$ cat src/rtl/ddr3_rw_pkg.sv
// Shared definitions for the DDR3 burst read/write engines on the MIG native app interface.
// Holds the MIG command encodings and the common burst FSM state type.
package ddr3_rw_pkg;

    localparam logic [2:0] MIG_CMD_WRITE = 3'b000;
    localparam logic [2:0] MIG_CMD_READ  = 3'b001;

    typedef enum logic [1:0] {
        ST_IDLE      = 2'd0,
        ST_CMD       = 2'd1,
        ST_WAIT_DATA = 2'd2,
        ST_DONE      = 2'd3
    } rw_state_t;

endpackage

$ cat src/rtl/ddr3_burst_rd.sv
// Burst-read engine: issues MIG read commands for one user burst, throttled by the
// number of outstanding commands, and forwards returned beats as a registered stream.
module ddr3_burst_rd
    import ddr3_rw_pkg::*;
#(
    parameter int DATA_WIDTH      = 128,
    parameter int ADDR_WIDTH      = 28,
    parameter int ADDR_STEP       = 16,
    parameter int MAX_OUTSTANDING = 32
) (
    input  logic                  clk,
    input  logic                  rst_n,
    input  logic                  rd_burst_start,
    input  logic [ADDR_WIDTH-1:0] rd_burst_len,
    input  logic [ADDR_WIDTH-1:0] rd_burst_addr,
    output logic [DATA_WIDTH-1:0] rd_burst_data,
    output logic                  rd_burst_data_valid,
    output logic                  rd_burst_done,
    output logic                  rd_burst_busy,
    output logic                  app_en,
    input  logic                  app_rdy,
    output logic [2:0]            app_cmd,
    output logic [ADDR_WIDTH-1:0] app_addr,
    input  logic [DATA_WIDTH-1:0] app_rd_data,
    input  logic                  app_rd_data_valid,
    input  logic                  app_rd_data_end
);

    localparam logic [ADDR_WIDTH-1:0] MAX_OUT  = ADDR_WIDTH'(MAX_OUTSTANDING);
    localparam logic [ADDR_WIDTH-1:0] STEP     = ADDR_WIDTH'(ADDR_STEP);
    localparam logic [ADDR_WIDTH-1:0] ONE      = ADDR_WIDTH'(1);

    rw_state_t state_reg, state_next;

    logic [ADDR_WIDTH-1:0] len_reg;
    logic [ADDR_WIDTH-1:0] cmd_cnt_reg;
    logic [ADDR_WIDTH-1:0] data_cnt_reg;
    logic [ADDR_WIDTH-1:0] app_addr_reg;
    logic [DATA_WIDTH-1:0] rd_data_reg;
    logic                  rd_valid_reg;
    logic                  done_reg;
    logic                  busy_reg;

    logic [ADDR_WIDTH-1:0] outstanding;
    logic                  start_accept;
    logic                  cmd_fire;
    logic                  last_cmd;
    logic                  beat_accept;
    logic                  last_beat;

    // app_rd_data_end mirrors app_rd_data_valid at 4:1, so it carries no extra information.
    logic unused_rd_data_end;
    assign unused_rd_data_end = app_rd_data_end;

    assign outstanding  = cmd_cnt_reg - data_cnt_reg;
    assign start_accept = (state_reg == ST_IDLE) && rd_burst_start;
    assign app_en       = (state_reg == ST_CMD) && (outstanding < MAX_OUT);
    assign cmd_fire     = app_en && app_rdy;
    assign last_cmd     = (cmd_cnt_reg == len_reg - ONE);

    // Beats are only taken while a burst is collecting and never beyond its length.
    assign beat_accept  = app_rd_data_valid
                          && ((state_reg == ST_CMD) || (state_reg == ST_WAIT_DATA))
                          && (data_cnt_reg != len_reg);
    assign last_beat    = beat_accept && (data_cnt_reg == len_reg - ONE);

    assign app_cmd             = MIG_CMD_READ;
    assign app_addr            = app_addr_reg;
    assign rd_burst_data       = rd_data_reg;
    assign rd_burst_data_valid = rd_valid_reg;
    assign rd_burst_done       = done_reg;
    assign rd_burst_busy       = busy_reg;

    always_ff @(posedge clk) begin
        if (!rst_n) begin
            state_reg <= ST_IDLE;
        end else begin
            state_reg <= state_next;
        end
    end

    always_comb begin
        state_next = state_reg;
        case (state_reg)
            ST_IDLE: begin
                if (rd_burst_start) begin
                    state_next = (rd_burst_len == '0) ? ST_DONE : ST_CMD;
                end
            end
            ST_CMD: begin
                if (last_beat) begin
                    state_next = ST_DONE;
                end else if (cmd_fire && last_cmd) begin
                    state_next = ST_WAIT_DATA;
                end
            end
            ST_WAIT_DATA: begin
                if (last_beat) begin
                    state_next = ST_DONE;
                end
            end
            ST_DONE: begin
                state_next = ST_IDLE;
            end
            default: begin
                state_next = ST_IDLE;
            end
        endcase
    end

    always_ff @(posedge clk) begin
        if (!rst_n) begin
            len_reg      <= '0;
            cmd_cnt_reg  <= '0;
            data_cnt_reg <= '0;
            app_addr_reg <= '0;
            rd_data_reg  <= '0;
            rd_valid_reg <= 1'b0;
            done_reg     <= 1'b0;
            busy_reg     <= 1'b0;
        end else begin
            rd_valid_reg <= beat_accept;
            done_reg     <= (state_next == ST_DONE);
            busy_reg     <= (state_next != ST_IDLE);

            if (beat_accept) begin
                rd_data_reg <= app_rd_data;
            end

            if (start_accept) begin
                len_reg      <= rd_burst_len;
                app_addr_reg <= rd_burst_addr;
                cmd_cnt_reg  <= '0;
                data_cnt_reg <= '0;
            end else begin
                // Command and data may retire in the same cycle; both counters move.
                if (cmd_fire) begin
                    cmd_cnt_reg  <= cmd_cnt_reg + ONE;
                    app_addr_reg <= app_addr_reg + STEP;
                end
                if (beat_accept) begin
                    data_cnt_reg <= data_cnt_reg + ONE;
                end
            end
        end
    end

endmodule

$ cat config.mk
export PLATFORM = sky130hd
export DESIGN_NAME = ddr3_burst_rd
export DESIGN_NICKNAME = d
export VERILOG_FILES = /design/src/rtl/ddr3_rw_pkg.sv /design/src/rtl/ddr3_burst_rd.sv
export SDC_FILE = /design/constraint.sdc
export NUM_CORES = 1
export LEC_CHECK = 0
export ABC_AREA = 0
export CAP_MARGIN = 40
export CORE_UTILIZATION = 45
export CTS_CLUSTER_DIAMETER = 100
export DETAILED_ROUTE_END_ITERATION = 8
export GPL_TIMING_DRIVEN = 1
export PLACE_DENSITY = 0.83
export RECOVER_POWER = 50
export SETUP_SLACK_MARGIN = 0.5
export SKIP_CTS_REPAIR_TIMING = 1
export SLEW_MARGIN = 20
export SYNTH_ARGS = -nofsm -noshare
export SYNTH_HDL_FRONTEND = slang
export SYNTH_SLANG_ARGS = --single-unit
$ cat constraint.sdc
create_clock -name clk -period 3.6 [get_ports clk]
set_input_delay 0.36 -clock clk [delete_from_list [all_inputs] [get_ports clk]]
set_output_delay 0.36 -clock clk [all_outputs]
set_load 0.01 [all_outputs]
==> metrics.txt <==
worst min-delay path class input pin to register; top cells by count, synth dfxtp_1 (245), nor2_1 (227), nand2_1 (169); nets@finish between 2000 and 2500; CP Launch Point data_cnt_reg[11]$_SDFFE_PP0P_; Cell Area, Synth roughly 14000 sq um; CP max-delay cell or4_4; static leakage between 8 and 9 nW; Synth Area per Inst 8.21 sq um; Placer Congestion approximately 0.95; Iter 0 DRT Violations 1204; total die area about 32000 sq um; Worst Path Arrival about 4.1 ns; EDFF count, synth 0; worst setup path endpoint cmd_cnt_reg[21]$_SDFFE_PP0P_; Yosys Warn Count 0; H-tree depth 1; Area contributors post-synth dfxtp_1 (35%), mux2i_1 (11%), nor2_1 (6.0%), xnor2_1 (5.7%), nand2_1 (4.5%); Max clock buf depth 3; hold_ws 0.393 ns; pwr dens about 340 nW/um^2; vias in the first global route roughly 14000; Core Area around 31000 sq um; max FFs per register about 130; CP Depth 14; failing checks design-rule violations, max-capacitance violations, max-slew violations, negative setup slack; initial core utilization ~46%; Clock Power Share 36.8%; Vias/cell 5.82; sequential share of power between 40% and 50%; die height 179 um; measured slew at the worst slew-check pin 1.61 ns; mux cell area share after synthesis 11.4%; total clock sinks around 250; Routed WL per cell 20.5 um; Top Ports around 350; maximum vdd ir drop between 0.3 and 0.4 mV; f_max between 200 and 300 MHz; P_int slightly above 0.005 W; largest family of logic cells by synthesized area simple AND/OR/NAND/NOR gates; Fin. Hold Viols 0; Tmin final approximately 3.7 ns; total number of vias roughly 15000; die width 179 um; PortBufs between 300 and 400; WP buf/inv 3; Reg2Reg Setup Slack -0.06 ns; simple-gate share of the synthesized area 25.5%; leading area contributor after synthesis dfxtp_1; CTS tree built; XOR/XNOR Fraction of Synth Area about 8.4%; Max Clock Skew 0.0171 ns; Synth Area in Compound Gates roughly an eighth; top cell type's share of synthesized area a little over a third; CP max FO 15; synthesized flop and latch total 245; setup_tns -0.237 ns; Final WS setup -0.0596 ns; Worst setup EP type register; largest net degree at the start of global routing 107; max incr delay on CP a little over 0.6 ns; RSZ-0062 raised after global routing yes; DRT Pass-1 Iters 7; final setup fails 12; P&R area growth vs syn 46.1%; clock root cell clkbuf_16; Max Cap Viol 1; ys flop type dfxtp_1; synth unique cells 82; # DRC 4; placed cells 2524; grt ovf 0; asr flop ratio synth 0%; first-pass GRT wire length ~77 mm; Max Slew Vio Count 32; fin crit share 102%; RR Endpoint cmd_cnt_reg[21]$_SDFFE_PP0P_; Sw Pwr 0.00203 W; # rows 64; Startpoint Class register; CTS Buf Count 25; Gate power share 22.1%; RR Startpoint data_cnt_reg[11]$_SDFFE_PP0P_; clock transition at the registers of the reported paths 0.06 ns; crit-path leading delay family simple AND/OR/NAND/NOR gates; most numerous cell in the Yosys netlist dfxtp_1; Critical Path RT roughly 4 ns; status complete, but fails checks; Filler cells ~2400; Syn Inst Count ~1700; final WL 53.2 mm; layout cell share with drive strength beyond 1 17.0%; final cell count without fillers 2592; Cell Chain, Critical Path inv_4 -> ha_4 -> and4_4 -> nand4_1 -> or4_4 -> nand3_4 -> mux2i_2 -> a2111o_1 -> or4_4 -> nor2_4 -> buf_4 -> buf_12 -> nand4_1 -> mux2i_1; switch share between 20 and 30%; Clk Latency, worst-skew pair 0.54 ns; r2r worst-path depth 14; Final Util around 67%; Slew Limit Headroom -7.16%; DP Wirelength a little over 40 mm; sequential cell area fraction in the yosys report approximately a third; GRT Total Usage around 31%; Routed Antenna Nets 0; post-synthesis adder-cell area fraction between 3 and 4%; initial antenna violation count 3; kind of critical path register to register
-- power by group through the flow --
| stage | Combinational (W) | Sequential (W) | Clock [W] |
|---|---|---|---|
| global placement | 0.00151 | 0.00298 | 0 |
| finish | 0.00157 | 0.00293 | 0.00262 |
| global route | 0.00167 | 0.00294 | 0.00274 |
| CTS | 0.00155 | 0.00293 | 0.00263 |
| detailed placement | 0.00153 | 0.00299 | 0 |
| floorplan | 0.000770 | 0.00300 | 0 |
-- layer usage --
metal	wire, um	up-vias	GRT usage, %
met5	9	-	0
met4	2900	2	14.4
met2	25600	699	52.4
li1	-	7038	-
met1	20200	7206	37.1
met3	4510	144	6.09
-- cell families after synthesis --
group | Yosys count
flops | 245
fa+ha+maj | 34
other cells | 2
xor+xnor | 127
mux | 160
compound gates | 257
simple gates | 731
buf+inv | 168
-- cells in the final DEF (no fill, tap or decap), types with 13 or more instances in the layout --
master,n
or3_1,24
inv_1,39
mux2i_1,155
xnor2_1,91
o21ai_0,39
and2_1,13
ha_1,15
nand4_1,47
clkdlybuf4s50_1,189
o211ai_1,15
and4_1,16
a21oi_1,67
nor2_1,226
ha_4,17
nand2_1,166
a31o_2,13
dfxtp_1,232
and3_1,32
dlygate4sd3_1,158
buf_4,185
nand3_1,68
nor3_1,35
xor2_1,28
clkbuf_16,26
nor4_1,27
-- stage by stage --
step	power, W	setup slack, ns	instance area, sq um
global placement	0.00449	-0.0363	19200
detailed placement	0.00452	-0.131	19200
floorplan	0.00377	0.168	14400
global route	0.00735	-0.171	20700
finish	0.00712	-0.0596	20700
CTS	0.00711	-0.559	20000
-- area by class of cell --
type,count,area [sq um],share of cell area (%)
inverters,49,191,0.926
clock buffers,36,737,3.57
diodes,2,5.00,0.0242
clock inverters,7,80.1,0.387
flip-flops and latches,245,4920,23.8
repair buffers,545,5040,24.4
well taps,396,495,2.40
multi-input cells,1312,9200,44.5
-- worst register-to-register path, delay by kind of cell (launching register included) --
family	cells	cell delay [ns]
AND/OR/NAND/NOR	7	1.88
flip-flops	1	0.35
adder cells (fa/ha/maj)	1	0.30
AO/OA/AOI/OAI	1	0.37
multiplexers	2	0.32
buffers and inverters	3	0.34
-- worst min path at each step --
stage | slack, ns | end | startpoint | cells after the start
finish | 0.39 | app_addr[2]$_SDFFE_PN0P_ | rd_burst_addr[2] | 3
global route | 0.39 | app_addr[2]$_SDFFE_PN0P_ | rd_burst_addr[2] | 3
CTS | 0.38 | app_addr[2]$_SDFFE_PN0P_ | rd_burst_addr[2] | 3
detailed placement | 0.46 | app_addr[0]$_SDFFE_PN0P_ | app_addr[0]$_SDFFE_PN0P_ | 2
global placement | 0.44 | app_addr[3]$_SDFFE_PN0P_ | app_addr[3]$_SDFFE_PN0P_ | 2
floorplan | 0.47 | data_cnt_reg[22]$_SDFFE_PP0P_ | data_cnt_reg[22]$_SDFFE_PP0P_ | 2
(Power assumes the default switching activity.)
